[src/rtl/alarm_ring_ctrl_pkg.sv]
// ---------------------------------------------------------------------------
// alarm_ring_ctrl_pkg
//   Shared definitions for the ring-tone path: the alarm session state
//   encoding and the default period constants used by both the ring clock
//   divider and the ring controller.
//   Ports: none (package).
// ---------------------------------------------------------------------------
package alarm_ring_ctrl_pkg;

    // Alarm session state. The encoding is fixed because other blocks
    // (and anyone probing the state bus) rely on these values.
    typedef enum logic [1:0] {
        IDLE   = 2'd0,
        RING   = 2'd1,
        SNOOZE = 2'd2
    } ring_state_t;

    // Defaults in units of ring_clk rising edges.
    localparam int DEF_RING_PERIODS   = 60;
    localparam int DEF_SNOOZE_PERIODS = 300;
    localparam int DEF_MAX_SNOOZE     = 3;

    function automatic int max_int(input int a, input int b);
        return (a > b) ? a : b;
    endfunction

    // Width needed to count 0..n-1; a one-period limit still needs one bit.
    function automatic int count_width(input int n);
        return (n > 1) ? $clog2(n) : 1;
    endfunction

endpackage : alarm_ring_ctrl_pkg

[src/rtl/alarm_ring_ctrl_sync_edge_det.sv]
// ---------------------------------------------------------------------------
// sync_edge_det
//   Brings an asynchronous square wave into the clk domain through a two
//   flop synchroniser and produces a one-clk rising-edge pulse.
//   Ports:
//     clk       in  system clock
//     reset_n   in  asynchronous active-low reset (clears all flops)
//     async_in  in  asynchronous input
//     level     out synchronised level (two flops after async_in)
//     rise      out one-cycle pulse when level goes 0 -> 1
// ---------------------------------------------------------------------------
module sync_edge_det (
    input  logic clk,
    input  logic reset_n,
    input  logic async_in,
    output logic level,
    output logic rise
);

    logic stage1;
    logic stage2;
    logic stage2_q;

    // stage1 may go metastable; only stage2 onwards is used by logic.
    always_ff @(posedge clk or negedge reset_n) begin
        if (!reset_n) begin
            stage1   <= 1'b0;
            stage2   <= 1'b0;
            stage2_q <= 1'b0;
        end else begin
            stage1   <= async_in;
            stage2   <= stage1;
            stage2_q <= stage2;
        end
    end

    assign level = stage2;
    assign rise  = stage2 & ~stage2_q;

endmodule : sync_edge_det

[src/rtl/alarm_ring_ctrl.sv]
// ---------------------------------------------------------------------------
// alarm_ring_ctrl
//   Owns the alarm session (start on alarm match, stop, snooze, timeout) and
//   gates the synchronised ring-tone square wave onto the buzzer/LED.
//   Ports:
//     clk          in  system clock, all logic on posedge
//     reset_n      in  asynchronous active-low reset
//     ring_clk_in  in  ring-tone square wave from divider (asynchronous)
//     alarm_match  in  alarm comparator level (clk-synchronous)
//     stop_btn     in  debounced stop button level
//     snooze_btn   in  debounced snooze button level
//     ring_out     out buzzer/LED drive, registered
//     ringing      out high while in RING, registered
//     snoozed      out high while in SNOOZE, registered
//     snooze_cnt   out snoozes used in the current session
// ---------------------------------------------------------------------------
module alarm_ring_ctrl
    import alarm_ring_ctrl_pkg::*;
#(
    parameter int RING_PERIODS   = DEF_RING_PERIODS,
    parameter int SNOOZE_PERIODS = DEF_SNOOZE_PERIODS,
    parameter int MAX_SNOOZE     = DEF_MAX_SNOOZE
) (
    input  logic       clk,
    input  logic       reset_n,
    input  logic       ring_clk_in,
    input  logic       alarm_match,
    input  logic       stop_btn,
    input  logic       snooze_btn,
    output logic       ring_out,
    output logic       ringing,
    output logic       snoozed,
    output logic [1:0] snooze_cnt
);

    localparam int CNT_W = count_width(max_int(RING_PERIODS, SNOOZE_PERIODS));
    localparam logic [CNT_W-1:0] RING_LAST   = CNT_W'(RING_PERIODS - 1);
    localparam logic [CNT_W-1:0] SNOOZE_LAST = CNT_W'(SNOOZE_PERIODS - 1);
    localparam logic [1:0]       SNOOZE_LIMIT = 2'(MAX_SNOOZE);

    ring_state_t      state;
    ring_state_t      next_state;
    logic [CNT_W-1:0] counter;
    logic [CNT_W-1:0] next_counter;
    logic [1:0]       next_snooze_cnt;

    logic ring_level;
    logic tick;

    logic match_q;
    logic stop_q;
    logic snooze_q;
    logic match_rise;
    logic stop_rise;
    logic snooze_rise;

    sync_edge_det u_ring_sync (
        .clk      (clk),
        .reset_n  (reset_n),
        .async_in (ring_clk_in),
        .level    (ring_level),
        .rise     (tick)
    );

    // The history flops reset high so that a level already asserted when
    // reset is released is not mistaken for a fresh press or match.
    always_ff @(posedge clk or negedge reset_n) begin
        if (!reset_n) begin
            match_q  <= 1'b1;
            stop_q   <= 1'b1;
            snooze_q <= 1'b1;
        end else begin
            match_q  <= alarm_match;
            stop_q   <= stop_btn;
            snooze_q <= snooze_btn;
        end
    end

    assign match_rise  = alarm_match & ~match_q;
    assign stop_rise   = stop_btn    & ~stop_q;
    assign snooze_rise = snooze_btn  & ~snooze_q;

    // Session state, period counter and the registered outputs. The outputs
    // are built from next_state so they change on the same edge as the
    // state and ring_out never outlives the RING state.
    always_ff @(posedge clk or negedge reset_n) begin
        if (!reset_n) begin
            state      <= IDLE;
            counter    <= '0;
            snooze_cnt <= 2'd0;
            ring_out   <= 1'b0;
            ringing    <= 1'b0;
            snoozed    <= 1'b0;
        end else begin
            state      <= next_state;
            counter    <= next_counter;
            snooze_cnt <= next_snooze_cnt;
            ring_out   <= ring_level & (next_state == RING);
            ringing    <= (next_state == RING);
            snoozed    <= (next_state == SNOOZE);
        end
    end

    // Next-state logic. Stop always wins; in RING an honoured snooze beats a
    // coincident timeout tick. A snooze beyond the limit falls through to the
    // normal tick handling so the ring carries on with its counter intact.
    always_comb begin
        next_state      = state;
        next_counter    = counter;
        next_snooze_cnt = snooze_cnt;
        case (state)
            IDLE: begin
                if (match_rise) begin
                    next_state      = RING;
                    next_counter    = '0;
                    next_snooze_cnt = 2'd0;
                end
            end
            RING: begin
                if (stop_rise) begin
                    next_state = IDLE;
                end else if (snooze_rise && (snooze_cnt < SNOOZE_LIMIT)) begin
                    next_state      = SNOOZE;
                    next_counter    = '0;
                    next_snooze_cnt = snooze_cnt + 2'd1;
                end else if (tick) begin
                    if (counter == RING_LAST) begin
                        next_state = IDLE;
                    end else begin
                        next_counter = counter + 1'b1;
                    end
                end
            end
            SNOOZE: begin
                if (stop_rise) begin
                    next_state = IDLE;
                end else if (tick) begin
                    if (counter == SNOOZE_LAST) begin
                        next_state   = RING;
                        next_counter = '0;
                    end else begin
                        next_counter = counter + 1'b1;
                    end
                end
            end
            default: begin
                next_state = IDLE;
            end
        endcase
    end

endmodule : alarm_ring_ctrl
[config.mk]
export PLATFORM = sky130hd
export DESIGN_NAME = alarm_ring_ctrl
export DESIGN_NICKNAME = d
export VERILOG_FILES = /design/src/rtl/alarm_ring_ctrl_pkg.sv /design/src/rtl/alarm_ring_ctrl_sync_edge_det.sv /design/src/rtl/alarm_ring_ctrl.sv
export SDC_FILE = /design/constraint.sdc
export NUM_CORES = 1
export LEC_CHECK = 0
export CAP_MARGIN = 20
export CORE_MARGIN = 1
export CORE_UTILIZATION = 55
export DETAILED_ROUTE_END_ITERATION = 8
export HOLD_SLACK_MARGIN = 0.08
export PLACE_DENSITY_LB_ADDON = 0.12
export RECOVER_POWER = 25
export SYNTH_ARGS = -nofsm -noshare
export SYNTH_HDL_FRONTEND = slang
export SYNTH_SLANG_ARGS = --single-unit
[constraint.sdc]
create_clock -name clk -period 2.4 [get_ports clk]
set_input_delay 0.36 -clock clk [delete_from_list [all_inputs] [get_ports clk]]
set_output_delay 0.36 -clock clk [all_outputs]
set_load 0.01 [all_outputs]
==> flow_summary.toml <==
[outcome]
outcome = "complete, no violations"

[power]
p_seq_share_pct = 37.5
power_mw = 1.31
power_frac_comb_pct = 49.5
switchingPower_mw = 0.496
p_leak_nw = 0.620
powerDensity_nw_per_um2 = 961
p_int_mw = 0.818
swShare_pct = 37.8
clkPwrFrac_pct = 13.0
irDropWorstVdd_uv = 703

[synth]
synth_top_area_share_pct = 38.9
synth_edf_count = 0
synth_area_leaders = "dfrtp_1 39%, dfstp_2 6.5%, ha_1 6.1%, a21o_1 3.7%, a22o_1 3.6%"
yosysSeqAreaShare_pct = 45.4
yosysWarnings = 0
synth-seq-cells = 22
ys.flop_type = "dfrtp_1"
avgSynthCellArea_um2 = 11.0
ys_types = 38
synth_area_leader_cell = "dfrtp_1"
synth_area_um2 = 1220
synthCells = 111
synth_nets = 123
async_reset_ff_share_pct = 100

[cells_and_area]
antenna_cells = 0
final_nets = 137
drive_gt1_share_pct = 20.2
utilization_pct = 67.6
area_growth_pct = 12.0

[routing]
routed_wirelength_um = 2100
initialDrtViolationCount = 15
dr.pass1.iters = 4
drc = 0
avgViaCountPerCell = 5.70
vias = 861
ant_nets = 0
wl_per_cell_um = 13.9

[cts]
cts_root_buffer = "clkbuf_4"
ctsLongestPathBuffers = 2
numCtsBuffers = 3
clk_pin_slew_worst_paths_ns = 0.11
clk_latency_ns = 0.30
tritoncts = "built"
cts_setup_buffers = 0
ctsHtreeMaxLevel = 1
clkSinkCount = 22

[place]
gp_congestion = 0.799
dp_hpwl_um = 1540
port_buffers = 10

[timing]
whs_ns = 0.368
hold_viol = 0
clock_skew_ns = 0.000736
worst_slew_pin_slew_ns = 1.11
max_freq_mhz = 480
post-route-min-period_ns = 2.08
setup_tns_ns = 0
max_slew_margin_pct = 26.3
period_share_pct = 86.8
setup_violations = 0
slew_violations = 0
rsz0062_at_grt = "no"

[die]
initial_core_util_pct = 60.4
dieHeight_um = 49.1
die_area_um2 = 2410
rows = 16
ios = 11
die_w_um = 49.1
coreArea_um2 = 2020

[worst_setup_path]
slowest_delay_ns = 0.44
path_class = "reg2reg"
required_ns = 2.60
cp_max_fo = 10
critPathArrivalTime_ns = 2.29
rrSetupSlack_ns = 0.32
worstReg2RegEnd = "counter[7]"
rr_startpoint = "state[1]"
endpoint_kind = "register"
cpMaxStageDelayCell = "dfrtp_1"
startpoint_type = "register"
crit_chain = "inv_1 > ha_1 > nor2_1 > a311oi_1 > o221ai_2 > buf_4 > a21o_1 > a22o_1"
rr_worst_depth = 8

[min_path]
timing.hold.worst.start = "u_ring_sync.stage1"
whs_path_depth = 0
min_path_type = "reg2reg"
min_to = "u_ring_sync.level"

[grt]
gr-total-overflow = 0
grtUsageTotal_pct = 20.5
grt_busiest_layer = "met1"
grt_pass1_vias = 841
use_met3_pct = 3.12
grt_pass1_wl_um = 3790
grt_use_met2_pct = 29.2
grt_use_met1_pct = 30.6
grt_max_degree = 23
antenna_found_initial = 0

[flow_run]
maxCapViolations = 0
-- cell usage in the layout (no fill, tap or decap), drive strengths merged, types with 3 or more instances in the layout --
| cell | count |
|---|---|
| nand2b | 3 |
| ha | 6 |
| clkdlybuf4s50 | 5 |
| clkbuf | 5 |
| a311oi | 3 |
| nand3 | 4 |
| dlygate4sd3 | 5 |
| nor2b | 3 |
| inv | 5 |
| dfrtp | 19 |
| dfstp | 3 |
| o21ai | 3 |
| nand2 | 10 |
| nor3b | 3 |
| nor2 | 8 |
| a21o | 6 |
| a22o | 9 |
| and3 | 3 |
-- registers in the layout, indices dropped and copies added (netlist names) --
register and flops:
match_q 1, u_ring_sync.level 1, ringing 1, ring_out 1, u_ring_sync.stage2_q 1, stop_q 1
counter 9, state 2, snoozed 1, u_ring_sync.stage1 1, snooze_cnt 2, snooze_q 1
-- cell type report --
type	count	area, um^2
inverter	5	18.8
sequential	22	554
tap	27	33.8
clock buffer	4	26.3
multi-input combinational	81	623
fill	154	654
timing repair buffer	12	111
-- worst max-delay path by stage --
stage / from / cells past startpoint / slack (ns) / end
finish: state[1] / 8 / 0.32 / counter[7]
global placement: snooze_btn / 6 / 0.23 / counter[0]
global route: state[1] / 8 / 0.08 / counter[7]
floorplan: snooze_cnt[0] / 7 / 0.49 / counter[8]
detailed placement: snooze_btn / 6 / 0.21 / counter[3]
CTS: state[1] / 7 / 0.26 / counter[3]
-- routing by layer --
metal | vias up | wire length [um]
li1 | 432 | -
met1 | 410 | 1080
met2 | 14 | 914
met3 | 5 | 62
met4 | 0 | 42
met5 | - | 0
-- synthesized netlist by cell type, types with 3 or more instances --
cell,n
nand2b_1,3
inv_1,5
a22o_2,4
dfstp_2,3
nor2b_1,3
dfrtp_1,19
nor2_1,8
nand2_1,10
a22o_1,5
a21o_1,6
nor3b_1,3
nand3_1,4
ha_1,6
-- power groups by stage --
| stage | Combinational (mW) | Clock [mW] | Sequential [mW] |
|---|---|---|---|
| floorplan | 0.480 | 0 | 0.510 |
| global placement | 0.631 | 0 | 0.497 |
| detailed placement | 0.640 | 0 | 0.502 |
| CTS | 0.647 | 0.178 | 0.494 |
| global route | 0.730 | 0.198 | 0.503 |
| finish | 0.650 | 0.171 | 0.493 |
-- repair_timing --
item | 4_1_cts | 5_1_grt
setup endpoints to repair | 0 | 6
hold buffers | 0 | 0
resized for setup | 0 | 1
-- per-stage QoR --
step | area, um^2 | worst slack, ns | instances
2_1_floorplan | 1220 | 0.489 | 111
3_3_place_gp | 1340 | 0.228 | 147
3_5_place_dp | 1340 | 0.207 | 147
4_1_cts | 1370 | 0.264 | 151
5_1_grt | 1370 | 0.0814 | 151
6_report | 1370 | 0.316 | 151
-- kinds of logic after synthesis --
group | share of synthesized area (%)
multiplexers | 1.84
adder cells (fa/ha/maj) | 6.15
AND/OR/NAND/NOR | 20.4
buffers and inverters | 3.79
AO/OA/AOI/OAI | 22.4
flip-flops | 45.4
-- worst max-delay path: cells and delay by family, from the launching register on --
family	cells	cell delay, ns
simple gates	1	0.08
compound gates	4	0.84
flops	1	0.44
buf+inv	2	0.32
fa+ha+maj	1	0.31
Power figures use the tool's default switching activity.
